### config.mk
export PLATFORM = sky130hd
export DESIGN_NAME = load_input_buffer
export DESIGN_NICKNAME = d
export VERILOG_FILES = /design/src/rtl/snn_pkg.sv /design/src/rtl/load_input_bank.sv /design/src/rtl/load_input_buffer.sv
export SDC_FILE = /design/constraint.sdc
export NUM_CORES = 1
export LEC_CHECK = 0
export CORE_MARGIN = 1
export CORE_UTILIZATION = 25
export CTS_CLUSTER_DIAMETER = 60
export DETAILED_ROUTE_END_ITERATION = 10
export HOLD_SLACK_MARGIN = 0.12
export PLACE_DENSITY = 0.51
export SYNTH_ARGS = -nofsm -noshare
export SYNTH_HDL_FRONTEND = slang
export SYNTH_SLANG_ARGS = --single-unit
export TNS_END_PERCENT = 30
### constraint.sdc
create_clock -name clk -period 8.2 [get_ports clk]
set_input_delay 1.23 -clock clk [delete_from_list [all_inputs] [get_ports clk]]
set_output_delay 1.23 -clock clk [all_outputs]
set_load 0.01 [all_outputs]
### src/rtl/snn_pkg.sv
// Shared defaults, word-count helper and FSM state types for the SNN image input path.
package snn_pkg;

    localparam int DEFAULT_WORD_W   = 8;
    localparam int DEFAULT_NUM_BITS = 784;

    function automatic int words_for(input int bits, input int width);
        return (bits + width - 1) / width;
    endfunction

    typedef enum logic {
        FILL,
        FULL_WAIT
    } WrState_t;

    typedef enum logic {
        EMPTY,
        HOLD
    } RdState_t;

endpackage

### src/rtl/load_input_bank.sv
// One image bank: word-wide write port and a registered single-bit read port.
// Storage is deliberately not reset; contents only become meaningful once fully reloaded.
module load_input_bank #(
    parameter int WORD_W = 8,
    parameter int WORDS  = 98,
    parameter int ADDR_W = 10,
    parameter int PTR_W  = 7
) (
    input  logic              clk,
    input  logic              i_we,
    input  logic [PTR_W-1:0]  i_wptr,
    input  logic [WORD_W-1:0] i_data,
    input  logic [ADDR_W-1:0] i_addr,
    output logic              o_q
);

    localparam int STORE_BITS = WORDS * WORD_W;
    localparam int SPAN       = 2 ** ADDR_W;

    logic [STORE_BITS-1:0] r_bits;
    logic [SPAN-1:0]       w_readVec;
    logic                  r_q;

    always_ff @(posedge clk) begin
        if (i_we) begin
            for (int w = 0; w < WORDS; w++) begin
                if (i_wptr == PTR_W'(w)) begin
                    r_bits[w*WORD_W +: WORD_W] <= i_data;
                end
            end
        end
    end

    // Zero-extend to the full address span so every address indexes a defined bit.
    assign w_readVec = SPAN'(r_bits);

    always_ff @(posedge clk) begin
        r_q <= w_readVec[i_addr];
    end

    assign o_q = r_q;

endmodule

### src/rtl/load_input_buffer.sv
// Assembles streamed words into a NUM_BITS image and exposes it bit-addressed to a consumer.
// Define LOAD_INPUT_DBUF_EN for two ping-pong banks; the default build uses a single bank.
// The consumer free strobe is named release_req because 'release' is a reserved word.
module load_input_buffer
    import snn_pkg::*;
#(
    parameter int WORD_W   = DEFAULT_WORD_W,
    parameter int NUM_BITS = DEFAULT_NUM_BITS,
    parameter int ADDR_W   = 10
) (
    input  logic              clk,
    input  logic              rst,
    input  logic              trigger,
    input  logic [WORD_W-1:0] data,
    input  logic [ADDR_W-1:0] addr,
    input  logic              release_req,
    output logic              q,
    output logic              ready,
    output logic              loading,
    output logic              overflow
);

    localparam int              WORDS    = words_for(NUM_BITS, WORD_W);
    localparam int              PTR_W    = (WORDS > 1) ? $clog2(WORDS) : 1;
    localparam logic [PTR_W-1:0] LAST_PTR = PTR_W'(WORDS - 1);

    WrState_t         r_wrState, w_wrStateNext;
    RdState_t         r_rdState, w_rdStateNext;
    logic [PTR_W-1:0] r_wptr, w_wptrNext;
    logic             r_overflow, w_overflowNext;
    logic             r_addrOk;
    logic             w_accept, w_complete, w_release;
    logic             w_bankQ;

`ifdef LOAD_INPUT_DBUF_EN
    // r_wrBank is the bank being filled; the readable bank is always its complement while HOLD.
    logic             r_wrBank, w_wrBankNext;
    logic             w_q0, w_q1;
`endif

    always_ff @(posedge clk) begin
        if (rst) begin
            r_wrState  <= FILL;
            r_rdState  <= EMPTY;
            r_wptr     <= '0;
            r_overflow <= 1'b0;
            r_addrOk   <= 1'b0;
`ifdef LOAD_INPUT_DBUF_EN
            r_wrBank   <= 1'b0;
`endif
        end else begin
            r_wrState  <= w_wrStateNext;
            r_rdState  <= w_rdStateNext;
            r_wptr     <= w_wptrNext;
            r_overflow <= w_overflowNext;
            r_addrOk   <= ({1'b0, addr} < (ADDR_W + 1)'(NUM_BITS));
`ifdef LOAD_INPUT_DBUF_EN
            r_wrBank   <= w_wrBankNext;
`endif
        end
    end

    always_comb begin
        w_wrStateNext  = r_wrState;
        w_rdStateNext  = r_rdState;
        w_wptrNext     = r_wptr;
        w_overflowNext = r_overflow;
`ifdef LOAD_INPUT_DBUF_EN
        w_wrBankNext   = r_wrBank;
`endif
        w_accept   = trigger && (r_wrState == FILL);
        w_complete = w_accept && (r_wptr == LAST_PTR);
        w_release  = release_req && (r_rdState == HOLD);

        if (w_accept) begin
            w_wptrNext = w_complete ? '0 : r_wptr + PTR_W'(1);
        end
        if (trigger && (r_wrState == FULL_WAIT)) begin
            w_overflowNext = 1'b1;
        end

`ifdef LOAD_INPUT_DBUF_EN
        // A finished bank is handed over immediately when the reader is free, else it waits.
        if (w_complete) begin
            if ((r_rdState == EMPTY) || w_release) begin
                w_rdStateNext = HOLD;
                w_wrBankNext  = ~r_wrBank;
            end else begin
                w_wrStateNext = FULL_WAIT;
            end
        end else if (w_release) begin
            if (r_wrState == FULL_WAIT) begin
                w_wrBankNext  = ~r_wrBank;
                w_wrStateNext = FILL;
            end else begin
                w_rdStateNext = EMPTY;
            end
        end
`else
        // With one bank the writer is locked out for as long as the reader holds the image.
        if (w_complete) begin
            w_rdStateNext = HOLD;
            w_wrStateNext = FULL_WAIT;
        end else if (w_release) begin
            w_rdStateNext = EMPTY;
            w_wrStateNext = FILL;
        end
`endif
    end

`ifdef LOAD_INPUT_DBUF_EN
    load_input_bank #(
        .WORD_W(WORD_W), .WORDS(WORDS), .ADDR_W(ADDR_W), .PTR_W(PTR_W)
    ) u_bank0 (
        .clk(clk), .i_we(w_accept && !r_wrBank), .i_wptr(r_wptr),
        .i_data(data), .i_addr(addr), .o_q(w_q0)
    );

    load_input_bank #(
        .WORD_W(WORD_W), .WORDS(WORDS), .ADDR_W(ADDR_W), .PTR_W(PTR_W)
    ) u_bank1 (
        .clk(clk), .i_we(w_accept && r_wrBank), .i_wptr(r_wptr),
        .i_data(data), .i_addr(addr), .o_q(w_q1)
    );

    assign w_bankQ = r_wrBank ? w_q0 : w_q1;
`else
    load_input_bank #(
        .WORD_W(WORD_W), .WORDS(WORDS), .ADDR_W(ADDR_W), .PTR_W(PTR_W)
    ) u_bank0 (
        .clk(clk), .i_we(w_accept), .i_wptr(r_wptr),
        .i_data(data), .i_addr(addr), .o_q(w_bankQ)
    );
`endif

    assign ready    = (r_rdState == HOLD);
    assign loading  = (r_wptr != '0);
    assign overflow = r_overflow;
    assign q        = ready && r_addrOk && w_bankQ;

endmodule
==> summary.txt, run 1 <==
Synth
  – Post-Syn Area: roughly 31000 um2
  – Seq/Total Area, Yosys: 0.7617
  – Top post-synthesis cells by count: edfxtp_1, mux4_2, nor2_1
  – Top cells by area, synth: edfxtp_1, mux4_2, mux2i_1
  – Synthesized instance count: approximately 1500
  – Mean Syn Cell Area: approximately 21 um2
  – Synth cell types: a little over 50
  – Main flop type after synthesis: edfxtp_1
  – Area leader, netlist: edfxtp_1
  – Number of synthesized flops with an enable pin: between 700 and 800
  – Ys async rst share: 0
  – Most common cell in the netlist: edfxtp_1
  – Syn_nets: roughly 1500
  – Yosys top cell area share: 0.7546
  – Syn. warnings: 0
  – Register bit total from synthesis: 795

Clock network
  – CTS clk-pin slew, worst paths: approximately 60 ps
  – Cts bufs inserted: 83
  – Worst-Skew Late Latency: ~630 ps
  – Root Buffer: clkbuf_16
  – CTS H-Tree Depth: 3
  – CTS Hold Bufs: 0
  – Clock tree buffer depth: 3
  – Post-CTS Setup Inserts: 0
  – Clk sinks: 795
  – CTS tree: built
  – Post-CTS sizing: 0

Drt
  – WL met1: between 30000 and 40000 um
  – Met2 Wirelength: around 37000 um
  – Metal3 WL: 5147 um
  – Routed vias/inst: around 4.6
  – WL per Instance: between 20 and 25 um
  – 1st-iter DRT viols: 1480
  – Final ANT Viol Nets: 0
  – Remaining DRCs: 2
  – Top Layer Used: met4
  – DR vias: between 15000 and 20000
  – DRT Pass-1 Iters: 8
  – Final wirelength: between 70000 and 80000 um

Global route
  – Grt ovf: 0
  – Initial antenna violation count: 5
  – Global-route wire length before repair: about 110000 um
  – Vias in the first global route: around 16000
  – Largest net degree at the start of global routing: 101
  – Overall Global Routing Usage: 0.1229

Setup path
  – Reg2reg path depth: 3
  – Setup CP Type: in2reg
  – Worst R2R Setup Slack: around 5200 ps
  – Crit Path Max Fanout: 70
  – Reg2reg end: u_bank0.r_bits[412]
  – CP arrival: approximately 4700 ps
  – Reg-to-Reg Start: ready
  – CP Data Required Time: between 8000 and 9000 ps
  – CP Capture Type: flip-flop
  – Crit path launch type: input pin

Min path
  – Sink of the worst hold path: overflow
  – Hold Path Class: reg2reg
  – Min-delay src: overflow
  – Hold path cells: 2

Finish
  – Final Cell Area: 35960 um2
  – # diodes: 0
  – Nets: around 1600
  – Area grow syn2layout: 15.26%
  – Fill cell count: 11990
  – Share of layout cells above drive strength 1: 0.2390

Status
  – Failing checks: design-rule violations
  – Status: complete, but fails checks

Run
  – Max-Cap Viols: 0

Timing
  – Tcrit/Tclk final: 0.5129
  – Hold Fails Final Rpt: 0
  – Sum Neg Setup Slack: 0 ps
  – Worst Skew: between 20 and 25 ps
  – RSZ-0062 raised after global routing: no
  – Fmax: ~240 MHz
  – Final WS setup: 3994 ps
  – Slew Viols, Final: 0
  – Rel. slew slack: 0.2732
  – # setup viols final: 0
  – Worst-Margin Slew: 1088 ps
  – Crit path time final: around 4200 ps

Floorplanning
  – Num rows: roughly 130
  – Die Ht: approximately 360 um
  – Die Area: roughly 130000 um2
  – Core area: 123800 um2
  – Starting density of the core: 0.2520
  – Die X: roughly 360 um
  – I/O pin total: 26

Placement
  – Pre-CTS setup slack: ~3300 ps
  – Cell Area, Placed: approximately 33000 um2
  – I/O Buffers: 25
  – Final GP Congestion: roughly 0.74
  – Dpl hpwl: 42530 um

Power and ir drop
  – Max IR drop VDD: about 140 uV
  – Switching Share: 0.2137
  – Sequential share of power: 0.520
  – Cell Pwr Density: 239.3 nW/um2
  – Internal Power: just under 7000 uW
  – Clock power frac: 0.432
  – Gate power share: 0.049
  – Switching power: about 1800 uW
  – Leak: roughly 0.011 uW
==> metrics by stage <==
step / total power (uW) / util / hold WS, ps / cells
4_1_cts: 8695 / 0.2905 / 512.1 / 3244
2_1_floorplan: 4782 / - / 502.2 / 1484
3_5_place_dp: 4988 / 0.2689 / 490.1 / 3094
5_1_grt: 8856 / 0.2905 / 549.7 / 3244
6_report: 8607 / 0.2905 / 505.6 / 3244
3_3_place_gp: 4988 / 0.2689 / 456.4 / 3094
==> flip-flops by register name, summed over array words and instances (netlist names) <==
signal and flops:
u_bank0.r_bits 784, r_wptr 7, overflow 1, r_addrOk 1
ready 1, u_bank0.o_q 1
==> kinds of logic after synthesis <==
| group | share of synthesized area |
|---|---|
| compound gates | 0.02234 |
| fa+ha+maj | 0.001604 |
| xor+xnor | 0.001404 |
| flops | 0.7617 |
| mux | 0.1640 |
| simple gates | 0.03325 |
| buf+inv | 0.01576 |
==> critical path: stages <==
cell,delay [ps]
buf_8,560
buf_4,620
mux4_2,580
mux4_2,490
mux2i_1,510
o21ai_0,180
a211oi_1,250
o32ai_1,120
==> metal layers <==
layer  global-route usage  up-vias
met5                    0        -
met4              0.03207        0
met3              0.02631      118
met2               0.1945      519
met1               0.1707     8096
li1                     -     6296
==> cell type report <==
cell class,instances,area [um2],share of cell area
Clock inverter,48,494.2,0.01374
Multi-Input combinational cell,598,6947,0.1932
Inverter,10,37.54,0.001044
Sequential cell,795,23760,0.6608
Tap cell,1637,2048,0.05696
Clock buffer,102,2178,0.06058
Timing Repair Buffer,54,493.0,0.01371
==> layout by cell type, fill, tap and decap left out, types with 10 or more instances in the layout <==
cell type / n
edfxtp_1: 784
mux4_2: 195
nor2_1: 117
clkbuf_16: 83
mux2i_1: 51
nand2_1: 31
buf_4: 31
mux2_2: 19
clkbuf_1: 16
clkinv_2: 16
nand3_1: 15
o21ai_0: 14
and2_1: 13
a221oi_1: 13
clkdlybuf4s50_1: 13
clkinv_1: 12
a21oi_1: 12
dfxtp_1: 11
nor2b_1: 10
a31oi_1: 10
==> how the worst max path moves through the flow <==
stage             from           to  slack, ps  cells past startpoint
3_5_place_dp   addr[0]  u_bank0.o_q       3340                      8
2_1_floorplan  addr[1]  u_bank0.o_q       4700                      9
5_1_grt        addr[0]  u_bank0.o_q       3810                      8
6_report       addr[0]  u_bank0.o_q       3990                      8
3_3_place_gp   addr[0]  u_bank0.o_q       3290                      9
4_1_cts        addr[0]  u_bank0.o_q       4000                      9
==> power by group through the flow <==
| stage | clock [uW] | combinational, uW | sequential [uW] |
|---|---|---|---|
| after floorplan | 0 | 224 | 4560 |
| after global placement | 0 | 429 | 4560 |
| after detailed placement | 0 | 429 | 4560 |
| after CTS | 3790 | 430 | 4470 |
| after global routing | 3940 | 448 | 4470 |
| final | 3710 | 419 | 4470 |
Power figures use the tool's default switching activity.
==> inputs of run 2 (changes only) <==
- clock period: 8.2 -> 4.2 ns (I/O delays scaled with it)
==> summary.txt, run 2 (same netlist as run 1, synthesis figures left out) <==
Status
  – Status: complete, but fails checks
  – Failing checks: design-rule violations

Run
  – Max-Cap Viols: 0

Min path
  – Hold Path Class: reg2reg

Power and ir drop
  – Cell Pwr Density: 463.7 nW/um2
  – Leak: 0.01113 uW
  – Max IR drop VDD: approximately 240 uV

Finish
  – Area of the multi-input gates: a little under 7000 um2
  – Share of layout cells above drive strength 1: 0.2511
  – Area grow syn2layout: 16.51%
  – Fill cell count: about 12000
  – Max FFs per register: between 700 and 800
  – Register Area: approximately 24000 um2
  – Most flop-heavy register: u_bank0.r_bits
  – Most common cell after layout, fill and taps aside: edfxtp_1
  – Nets: about 1600
  – Non-filler instance count after layout: around 3300
  – Biggest regs: u_bank0.r_bits (784), r_wptr (7)
  – # diodes: 0
  – Highest-count cells in the layout ignoring fill and taps: edfxtp_1, mux4_2, nor2_1

Floorplanning
  – Core area: 123800 um2
  – Num rows: about 130
  – Die Ht: ~360 um
  – Die Area: about 130000 um2
  – I/O pin total: 26
  – Die X: 355.3 um
  – Starting density of the core: 0.2520

Clock network
  – Clock tree buffer depth: 3
  – CTS tree: built
  – Post-CTS sizing: 0
  – CTS clk-pin slew, worst paths: 60 ps
  – Worst-Skew Late Latency: 640 ps
  – CTS H-Tree Depth: 3
  – Clk sinks: 795
  – Root Buffer: clkbuf_16
  – Cts bufs inserted: 83
  – CTS Hold Bufs: 0
  – Post-CTS Setup Inserts: 0

Placement
  – Dpl hpwl: 44010 um
  – Pre-CTS setup slack: around 500 ps
  – Placed cells: ~3100
  – Final GP Congestion: 0.7441
  – I/O Buffers: 25

Timing
  – Worst-Margin Slew: ~1100 ps
  – Fmax: about 320 MHz
  – Hold Fails Final Rpt: 0
  – RSZ-0062 raised after global routing: no
  – Rel. slew slack: 0.2733
  – Worst Skew: 27.60 ps
  – Crit path time final: 3148 ps
  – Slew Viols, Final: 0
  – Sum Neg Setup Slack: 0 ps
  – Final WS setup: about 1100 ps
  – # setup viols final: 0
  – Tcrit/Tclk final: 0.7495

Drt
  – Remaining DRCs: 1
  – Final ANT Viol Nets: 0
  – Final wirelength: between 70000 and 80000 um
  – WL per Instance: ~24 um
  – DR vias: ~15000
  – 1st-iter DRT viols: between 1000 and 1500
  – DRT Pass-1 Iters: 8
  – Routed vias/inst: roughly 4.6

Setup path
  – CP Data Required Time: about 4700 ps
  – Crit path launch type: input pin
  – Setup CP Type: in2reg
  – CP arrival: approximately 3600 ps
  – Crit Path Max Fanout: 54
  – CP Capture Type: flip-flop

Global route
  – Largest net degree at the start of global routing: 86
  – Overall Global Routing Usage: 0.1236
  – Grt ovf: 0
  – Vias in the first global route: roughly 16000
  – Initial antenna violation count: 2
  – Global-route wire length before repair: approximately 110000 um
-- run 2: cell count changes in the layout (fill, tap and decap cells not counted), sizes merged --
cell      previous run  this run
buf                 40        76
clkinv              31        39
clkinvlp             5         2
clkbuf             103       101
inv                 14        12
bufinv               8         9
-- run 2: layout make-up --
type	count	area share
tap	1637	0.05635
timing repair buffer	90	0.02375
multi-input combinational	598	0.1910
inverter	10	0.001033
clock inverter	52	0.01404
clock buffer	100	0.06006
sequential	795	0.6537
-- run 2: worst paths after layout --
path	start	end	slack, ps	cells after the start
worst min register to register	overflow	overflow	470	2
worst max-delay path	addr[1]	u_bank0.o_q	1050	9
worst max register to register	u_bank0.r_bits[551]	u_bank0.o_q	1330	7
worst min-delay path	overflow	overflow	470	2
-- run 2: critical path, cell delays in order --
cell and delay (ps):
clkbuf_8 500, buf_4 350, mux4_2 530, mux2i_1 340, nand2_1 130, a41oi_1 280
a221oi_1 110, a311oi_1 540, o32ai_1 180
-- run 2: power breakdown --
group / total (uW) / internal [uW] / switching (uW)
Combinational: 856 / 311 / 545
Clock: 7270 / 4270 / 3000
Sequential: 8730 / 8730 / 5.36
-- run 2: per-layer routing --
layer	vias to the layer above	share of wire	GRT usage
met5	-	0	0
met4	0	0.024	0.03483
met3	124	0.066	0.02923
met2	453	0.46	0.1931
met1	8252	0.44	0.1709
li1	6379	-	-
-- run 2: metrics by stage --
stage                     cell area (um2)  power, uW  hold slack, ps    util
after floorplan                     31200       9337           502.2       -
after global placement              33660       9774           458.0  0.2719
after detailed placement            33660       9775           462.5  0.2719
after CTS                           36350      17030           480.4  0.2936
after global routing                36350      17350           503.0  0.2936
final                               36350      16860           472.6  0.2936
==> inputs of run 3 (changes only) <==
- PLACE_DENSITY: 0.51 -> 0.52
- clock period: 4.2 -> 2.59 ns (I/O delays scaled with it)
==> summary.txt, run 3 (same netlist as run 1, synthesis figures left out) <==
Placement
  – Final GP Congestion: roughly 0.78
  – I/O Buffers: 25
  – Dpl hpwl: 49240 um

Clock network
  – CTS tree: built
  – CTS H-Tree Depth: 3
  – Clk sinks: just under 800
  – Clock tree buffer depth: 3
  – CTS clk-pin slew, worst paths: around 60 ps
  – Post-CTS Setup Inserts: 0
  – CTS Hold Bufs: 0
  – Worst-Skew Late Latency: about 660 ps
  – Root Buffer: clkbuf_16
  – Cts bufs inserted: 84

Global route
  – Largest net degree at the start of global routing: 41
  – Initial antenna violation count: 2
  – Overall Global Routing Usage: 0.1252
  – Grt ovf: 0
  – Global-route wire length before repair: approximately 120000 um
  – Vias in the first global route: 16970

Drt
  – Final ANT Viol Nets: 0
  – 1st-iter DRT viols: around 1300
  – Routed vias/inst: between 4 and 5
  – WL per Instance: roughly 23 um
  – DR vias: approximately 16000
  – DRT Pass-1 Iters: 8
  – Final wirelength: 78910 um
  – Remaining DRCs: 6

Finish
  – Most common cell after layout, fill and taps aside: edfxtp_1
  – Area of the multi-input gates: around 7000 um2
  – Area grow syn2layout: 23.04%
  – Max FFs per register: between 700 and 800
  – Share of layout cells above drive strength 1: 0.3297
  – Final Core Density: 0.3101
  – Most flop-heavy register: u_bank0.r_bits
  – # diodes: 0
  – Highest-count cells in the layout ignoring fill and taps: edfxtp_1, buf_4, mux4_2
  – Nets: between 1500 and 2000
  – Biggest regs: u_bank0.r_bits (784), r_wptr (7)
  – Register Area: between 20000 and 25000 um2
  – Fill cell count: roughly 12000

Setup path
  – Setup CP Type: reg2reg
  – Most Frequent Cell on Critical Path: mux4_2
  – Crit path depth: 7
  – Critical-path cell list: mux4_2, mux4_2, and3_1, a31oi_1, o211ai_1, a211oi_1, o32ai_1
  – Crit Path Max Fanout: 1
  – Family with the most delay on the worst path: multiplexers
  – Reg2reg end: u_bank0.o_q
  – Critical Path Start: u_bank0.r_bits[54]
  – CP arrival: roughly 3000 ps
  – Worst R2R Setup Slack: 70 ps
  – Maximum single-stage delay on the critical path: approximately 550 ps
  – Slowest-stage cell, CP: mux4_2
  – Reg-to-Reg Start: u_bank0.r_bits[54]
  – Crit path launch type: flip-flop
  – CP Data Required Time: approximately 3100 ps
  – CP Capture Type: flip-flop
  – Worst Path Buf+Inv: 0
  – Critical path capture point: u_bank0.o_q
  – Reg2reg path depth: 7

Timing
  – RSZ-0062 raised after global routing: no
  – Slew Viols, Final: 0
  – Rel. slew slack: 0.3772
  – # setup viols final: 0
  – Worst Skew: between 30 and 40 ps
  – Crit path time final: roughly 2500 ps
  – Worst-Margin Slew: between 900 and 1000 ps
  – Tcrit/Tclk final: 0.9733
  – Min Hold Slack: 191.9 ps
  – Hold Fails Final Rpt: 0
  – Fmax: between 300 and 400 MHz

Floorplanning
  – Num rows: 129
  – Die Area: ~130000 um2
  – I/O pin total: 26
  – Starting density of the core: 0.2520
  – Core area: ~120000 um2
  – Die X: approximately 360 um
  – Die Ht: between 300 and 400 um

Power and ir drop
  – Max IR drop VDD: ~550 uV
  – Switching Share: 0.2122
  – Clock power frac: 0.439
  – Cell Pwr Density: ~730 nW/um2
  – Sequential share of power: 0.505
  – Switching power: 5950 uW
  – Leak: ~0.012 uW
  – Internal Power: 22090 uW
  – Gate power share: 0.057

Run
  – Max-Cap Viols: 0

Status
  – Failing checks: design-rule violations
  – Status: complete, but fails checks

Min path
  – Hold Path Class: in2reg
run 3: cell types whose count changed in the layout (fill, tap and decap cells not counted), moves of 2 or more:
| cell | before | now |
|---|---|---|
| buf_4 | 59 | 207 |
| clkinv_2 | 15 | 8 |
| clkbuf_1 | 15 | 13 |
| buf_6 | 5 | 0 |
| bufinv_16 | 9 | 12 |
| clkinv_1 | 21 | 24 |
| buf_12 | 10 | 51 |
| inv_16 | 0 | 2 |
| clkinvlp_4 | 2 | 6 |
run 3: worst min path at each step:
stage,startpoint,to,slack [ps],cells after the start
floorplan,data[0],u_bank0.r_bits[0],490,0
global placement,overflow,overflow,460,2
detailed placement,overflow,overflow,460,2
CTS,data[1],u_bank0.r_bits[185],160,1
global route,data[1],u_bank0.r_bits[297],170,1
finish,data[1],u_bank0.r_bits[185],190,1
run 3: metrics by stage:
step	worst slack, ps	power (uW)	instance area [um2]	TNS [ps]	std cells
after floorplan	0.1286	15140	31220	0	1484
after global placement	-426.6	16040	35530	-426.6	3314
after detailed placement	-430.1	16040	35530	-535.4	3314
after CTS	21.17	28360	38370	0	3469
after global routing	3.797	28860	38390	0	3469
final	69.16	28040	38390	0	3469
run 3: per-layer routing:
layer | vias up | routed length [um] | track usage
li1 | 6752 | - | -
met1 | 8392 | 35990 | 0.1743
met2 | 412 | 37200 | 0.2006
met3 | 114 | 4032 | 0.02374
met4 | 2 | 1665 | 0.03129
met5 | - | 20 | 0
run 3: power groups by stage:
| stage | Sequential [uW] | Clock [uW] | Combinational, uW |
|---|---|---|---|
| 6_report | 14200 | 12300 | 1580 |
| 3_3_place_gp | 14400 | 0 | 1610 |
| 2_1_floorplan | 14400 | 0 | 712 |
| 5_1_grt | 14200 | 13000 | 1690 |
| 4_1_cts | 14200 | 12600 | 1620 |
| 3_5_place_dp | 14400 | 0 | 1610 |
run 3: layout make-up:
class | count | area share
clock buffer | 98 | 0.05668
clock inverter | 57 | 0.01721
inverter | 10 | 0.0009779
timing repair buffer | 274 | 0.07132
multi-input combinational | 598 | 0.1814
tap | 1637 | 0.05336
sequential | 795 | 0.6191
run 3: what timing repair did:
action,in CTS,in global routing
cloned,0,0
endpoints found under the hold margin,0,0
gates resized for setup,3,3
setup endpoints to repair,2,1
pin swaps,0,3
